**src/rtl/led_blink_bank.sv**
```systemverilog
// led_blink_bank
//   A bank of independent LED channels. Each channel is set up by a
//   single write and then runs in one of four modes: OFF, ON, BLINK
//   (square wave, half-period = period+1 cycles) or ONESHOT (high for
//   period+1 cycles, then drops to OFF and pulses done once).
//
// Ports
//   CLOCK_50    system clock, all logic on its rising edge
//   reset       asynchronous active-high reset
//   run         global enable; 0 freezes every counter and LED state
//   cfg_we      one-cycle configuration write strobe
//   cfg_ch      channel targeted by the write
//   cfg_mode    00 OFF, 01 ON, 10 BLINK, 11 ONESHOT
//   cfg_period  terminal count for BLINK/ONESHOT
//   LED         channel outputs, inverted when ACTIVE_LOW != 0
//   done        one-cycle pulse per channel when a ONESHOT completes
//   cfg_err     one-cycle pulse when a write targets a missing channel
module led_blink_bank #(
  parameter int N_CH       = 4,
  parameter int CNT_W      = 33,
  parameter int ACTIVE_LOW = 0
) (
  input  logic             CLOCK_50,
  input  logic             reset,
  input  logic             run,
  input  logic             cfg_we,
  input  logic [3:0]       cfg_ch,
  input  logic [1:0]       cfg_mode,
  input  logic [CNT_W-1:0] cfg_period,
  output logic [N_CH-1:0]  LED,
  output logic [N_CH-1:0]  done,
  output logic             cfg_err
);

  localparam logic [1:0] MODE_OFF     = 2'b00;
  localparam logic [1:0] MODE_ON      = 2'b01;
  localparam logic [1:0] MODE_BLINK   = 2'b10;
  localparam logic [1:0] MODE_ONESHOT = 2'b11;

  localparam logic [CNT_W-1:0] CNT_ONE = 1;

  logic [N_CH-1:0] state;
  logic            ch_valid;

  // cfg_ch is zero-extended so N_CH = 16 still compares correctly.
  assign ch_valid = ({1'b0, cfg_ch} < 5'(N_CH));

  // Error pulse for writes aimed past the last implemented channel.
  always_ff @(posedge CLOCK_50 or posedge reset) begin
    if (reset) begin
      cfg_err <= 1'b0;
    end else begin
      cfg_err <= cfg_we && !ch_valid;
    end
  end

  for (genvar i = 0; i < N_CH; i++) begin : g_ch
    localparam logic [3:0] CH_IDX = 4'(i);

    logic [1:0]       mode;
    logic [CNT_W-1:0] period;
    logic [CNT_W-1:0] cnt;
    logic             state_q;
    logic             done_q;
    logic             hit;
    logic             terminal;

    assign hit      = cfg_we && (cfg_ch == CH_IDX);
    // Comparing for equality and clearing on match means the counter
    // never exceeds period, so an all-ones period cannot overflow.
    assign terminal = (cnt == period);

    // A write always takes priority over the running count, so a write
    // landing on the terminal cycle suppresses both toggle and done.
    // The initial state for each mode happens to equal cfg_mode[0].
    always_ff @(posedge CLOCK_50 or posedge reset) begin
      if (reset) begin
        mode    <= MODE_OFF;
        period  <= '0;
        cnt     <= '0;
        state_q <= 1'b0;
        done_q  <= 1'b0;
      end else begin
        done_q <= 1'b0;
        if (hit) begin
          mode    <= cfg_mode;
          period  <= cfg_period;
          cnt     <= '0;
          state_q <= cfg_mode[0];
        end else if (run) begin
          case (mode)
            MODE_BLINK: begin
              if (terminal) begin
                cnt     <= '0;
                state_q <= ~state_q;
              end else begin
                cnt <= cnt + CNT_ONE;
              end
            end
            MODE_ONESHOT: begin
              if (terminal) begin
                cnt     <= '0;
                state_q <= 1'b0;
                mode    <= MODE_OFF;
                done_q  <= 1'b1;
              end else begin
                cnt <= cnt + CNT_ONE;
              end
            end
            MODE_ON,
            MODE_OFF: begin
              cnt <= '0;
            end
            default: begin
              cnt <= '0;
            end
          endcase
        end
      end
    end

    assign state[i] = state_q;
    assign done[i]  = done_q;
  end

  assign LED = state ^ {N_CH{(ACTIVE_LOW != 0)}};

endmodule

```
**config.mk**
```make
export PLATFORM = sky130hd
export DESIGN_NAME = led_blink_bank
export DESIGN_NICKNAME = d
export VERILOG_FILES = /design/src/rtl/led_blink_bank.sv
export SDC_FILE = /design/constraint.sdc
export NUM_CORES = 1
export LEC_CHECK = 0
export ABC_AREA = 1
export CAP_MARGIN = 20
export CORE_AREA = 2 2 154 194
export DETAILED_ROUTE_END_ITERATION = 10
export DIE_AREA = 0 0 156 196
export PLACE_DENSITY = 0.73
export SLEW_MARGIN = 20
export SYNTH_ARGS = -nofsm -noshare
export SYNTH_HDL_FRONTEND = slang
export SYNTH_SLANG_ARGS = --single-unit
```
**constraint.sdc**
```tcl
create_clock -name CLOCK_50 -period 26 [get_ports CLOCK_50]
set_input_delay 5.2 -clock CLOCK_50 [delete_from_list [all_inputs] [get_ports CLOCK_50]]
set_output_delay 5.2 -clock CLOCK_50 [all_outputs]
set_load 0.01 [all_outputs]
```
### Yosys cells after proc, flatten, opt, wreduce, memory -nomap -nowiden

Index checks and enable logic that the tools add are counted.

| word-level totals | value |
|---|---|
| register bits after elaboration | 281 |
| logic and storage cells | 168 |

| operators by class | value |
|---|---|
| add/sub/neg operators | 4 |
| $lt $le $gt $ge | 1 |
| equality and inequality tests | 27 |
| multiplexer cells | 68 |
| bitwise gates (word level) | 4 |
| reduce and logical (&&, ||, !) cells | 43 |

Operators with widths:

| cell | count |
|---|---|
| 33-bit two-way mux | 12 |
| 33-bit one-hot mux with 2 select lines | 4 |
| 33-bit by 1-bit adder with 33-bit output (second input constant) | 4 |
| 33-bit equality test | 4 |
| 1-bit two-way mux | 32 |
| 2-bit two-way mux | 16 |
| 3-bit != test (second input constant) | 8 |
| 2-bit nonzero test | 12 |
| 2-bit equality test (second input constant) | 8 |
| 4-bit AND reduction | 4 |
| 2-bit OR reduction | 8 |
| 3-bit AND reduction | 4 |
| 3-bit nonzero test | 4 |
| 2-bit by 1-bit equality test with 1-bit output (second input constant) | 4 |
| 4-bit by 2-bit equality test with 1-bit output (second input constant) | 2 |
| 2-bit logical NOT | 4 |
| 1-bit one-hot mux with 2 select lines | 4 |
| 1-bit logical AND | 5 |
| 4-bit by 1-bit equality test with 1-bit output (second input constant) | 1 |
| 4-bit logical NOT | 1 |
| 4-bit by 3-bit < comparator with 1-bit output (second input constant) | 1 |
| 1-bit inverter | 4 |
| 1-bit logical NOT | 1 |

### Logic depth before layout (Yosys ltp)

| logic depth | value |
|---|---|
| word-level depth | 5 |
| mapped depth | 14 |

### Least setup slack after synthesis

OpenSTA, ideal clock, no wires.

| path | value |
|---|---|
| kind | input to register |
| from | in run |
| to | reg g_ch[0].cnt[4] |
| library setup time | 0.120 ns |
| data arrival time | 6.277 ns |
| data required time | 25.880 ns |
| slack | 19.604 ns |
| stages on the path | 9 |
| path buffers | 4 |
| path through | buf_4 > inv_1 > buf_2 > nand2_1 > buf_4 > buf_2 > nand2_1 > xor2_1 > nor2_1 |

| on the way | value |
|---|---|
| cells in the longest elaborated chain, start to end | 1 |

Ends and longest elaborated chain:

| item | RTL line | text |
|---|---|---|
| start, declared | 25 | `input logic run,` |
| 2-bit nonzero test (no source line) | -- |  |
| end signal, assigned | 97 | `cnt <= cnt + CNT_ONE;` |
| end signal, assigned | 107 | `cnt <= cnt + CNT_ONE;` |
| end, declared | 62 | `logic [CNT_W-1:0] cnt;` |

No other way between the ends.
A chain may end at the register's enable or synchronous reset.

### Worst setup path after layout

| path | value |
|---|---|
| from | in run |
| to | reg g_ch[1].cnt[14] |

| on the way | value |
|---|---|
| cells in the longest elaborated chain, start to end | 1 |

Ends and longest elaborated chain:

| item | RTL line |
|---|---|
| 2-bit nonzero test (no source line) | -- |
| end signal, assigned | 97 |
| end signal, assigned | 107 |
| end, declared | 62 |

No other way between the ends.

==> results_dict.tcl <==
set metrics [dict create \
    path_clk_slew_ns 0.06 \
    antenna_cells 0 \
    fin_crit_sh 0.309 \
    met3_usage 0.0459 \
    gp_congestion 0.893 \
    clock_skew_ns 0.00916 \
    rsz0062_at_grt "no" \
    final_cell_mix "nand2_1, dfrtp_1, nor2_1" \
    dieArea_um2 30600 \
    max_stage_delay_ns 1.01 \
    tightest_slew_ns 0.912 \
    min_period_ns 8.02 \
    drive_gt1_frac 0.0560 \
    setup_viol 0 \
    dr_total_vias 13100 \
    leakage_nw 8.26 \
    nets 2113 \
    start_util 0.541 \
    yosysSeqAreaShare 0.451 \
    ys.flop_type "dfrtp_1" \
    async_flop_share 1.00 \
    chipWidth_um 156 \
    io_pins 52 \
    dr.pass1.iters 5 \
    pwr_density_cell_nw_per_um2 67.2 \
    slew_violations 0 \
    holdPathStages 2 \
    cp.arrival_ns 8.42 \
    setup_ws_ns 17.98 \
    rrSetupSlack_ns 23.21 \
    fin_util 0.599 \
    max-vdd-ir-drop_mv 0.0557 \
    worst-r2r-cell-count 11 \
    cts-htree-levels 1 \
    setup.worst_path.end_class "register" \
    slew_headroom 0.390 \
    drv_cap 0 \
    clockBufferDepth 3 \
    core_area_um2 28800 \
    hold-path-endpoint "g_ch[2].period[4]" \
    syn_area_um2 15600 \
    rows 70 \
    drc 0 \
    r2r-end "g_ch[2].cnt[22]" \
    cp_slowest_cell "clkdlybuf4s50_1" \
    hpwlAfterDp_um 28900 \
    ctsHoldBuffers 0 \
    hp-class "register to register" \
    grt_pass1_wl_um 66000 \
    met2_usage 0.442 \
    root_buffer "clkbuf_16" \
    grt-busiest-layer "met2" \
    overflow 0 \
    critical_path_class "primary input to register" \
    startpoint_type "primary input" \
    synthDistinctLibCells 40 \
    synth-edff-count 0 \
    area_delta_synth_final_pct 10.7 \
    syn-instance-count 2056 \
    grtUsageTotal 0.275 \
    pre_cts_ws_ns 17.46 \
    grt_util_met1 0.374 \
    drt-initial-drc-count 882 \
    grt_pass1_vias 12600 \
    clk-insertion-delay-late_ns 0.56 \
    numPortBuffers 51 \
    synth-seq-cells 281 \
    finalHoldViolations 0 \
    clkSinkCount 281 \
    fmax_mhz 125 \
    synth-warning-count 0 \
    ctsResizeCount 0 \
    ant_nets 0 \
    grt_max_degree 189 \
    antenna_found_initial 0 \
    synth_area_per_cell_um2 7.58 \
    worstPathRequired_ns 26.39 \
    timing.hold.ws_ns 0.490 \
    routed_wl_um 40900 \
    syn_nets 2103 \
    cts_tree "built" \
    tns_ns 0 \
    reg2reg_from "g_ch[2].cnt[18]" \
    critPathMaxFanout 51 \
    vias_per_cell 5.36 \
    cts_inserted_buffers 28 \
    wl_per_cell_um 16.7 \
    outcome "finished clean" \
    final_common_cell "nand2_1" \
    cp_cell_sequence "clkdlybuf4s50_1, inv_1, nand2_2, inv_2, nor3_1, xnor2_1, a21oi_1" \
    cts_setup_buffers 0 \
    die_h_um 196 \
    hold_start "g_ch[2].period[4]" \
]
power breakdown:
group | internal [W] | switching (W) | total [W]
registers | 0.000488 | 0.0000465 | 0.000534
clock network | 0.000272 | 0.000176 | 0.000448
logic | 0.0000722 | 0.000105 | 0.000177
cell families after synthesis:
group,after synthesis,synth area share
and+or+nand+nor,1084,0.301
buffers and inverters,306,0.0807
DFF,281,0.451
AOI/OAI and AO/OA,213,0.0693
xor gates and xnor gates,168,0.0944
adders and majority gates,4,0.00321
layout make-up:
type / instances / area, µm²
fillers: 2588 / 11600
multi-input cells: 1469 / 7300
flip-flops and latches: 281 / 7030
inverters: 229 / 867
clock buffers: 36 / 782
repair buffers: 57 / 588
well taps: 360 / 450
clock inverters: 16 / 236
Yosys cell counts, types with 6 or more instances:
cell type,count,area share
a21oi_1,52,0.017
buf_2,20,0.0064
buf_4,14,0.0067
clkbuf_1,34,0.0082
dfrtp_1,281,0.45
inv_1,222,0.053
inv_2,7,0.0017
nand2_1,595,0.14
nand2_2,7,0.0028
nand3_1,82,0.026
nand3_2,6,0.0039
nand4_1,69,0.028
nor2_1,244,0.059
nor2_2,18,0.0072
nor3_1,33,0.011
o21ai_0,154,0.049
xnor2_1,90,0.051
xor2_1,78,0.044
stage by stage:
stage | power, W | instance area [µm²] | instances
6_report | 0.00116 | 17300 | 2448
4_1_cts | 0.00117 | 17200 | 2447
3_5_place_dp | 0.000717 | 16200 | 2395
3_3_place_gp | 0.000710 | 16200 | 2395
2_1_floorplan | 0.000664 | 15600 | 2056
5_1_grt | 0.00121 | 17300 | 2448
how the worst max path moves through the flow:
stage / startpoint / end
3_5_place_dp: run / g_ch[0].cnt[25]
6_report: run / g_ch[1].cnt[14]
5_1_grt: run / g_ch[1].cnt[14]
4_1_cts: run / g_ch[0].cnt[25]
3_3_place_gp: run / g_ch[1].cnt[14]
2_1_floorplan: reset / cfg_err
worst max-delay path: cells and delay by family:
family                 cells  cell delay (ns)
buffers and inverters      3             1.85
AND/OR/NAND/NOR            2             1.12
XOR/XNOR                   1             0.15
AO/OA/AOI/OAI              1             0.06
metal layers:
metal	wire, µm	share of wire
met3	2580	0.063
met4	1820	0.044
met5	0	0
met1	17800	0.43
met2	18800	0.46
state kept, by name, indices dropped and copies added, names as in the netlist:
name          flops
cfg_err           1
g_ch.state_q      4
g_ch.period     132
g_ch.mode         8
g_ch.cnt        132
g_ch.done_q       4
(Power assumes the default switching activity.)
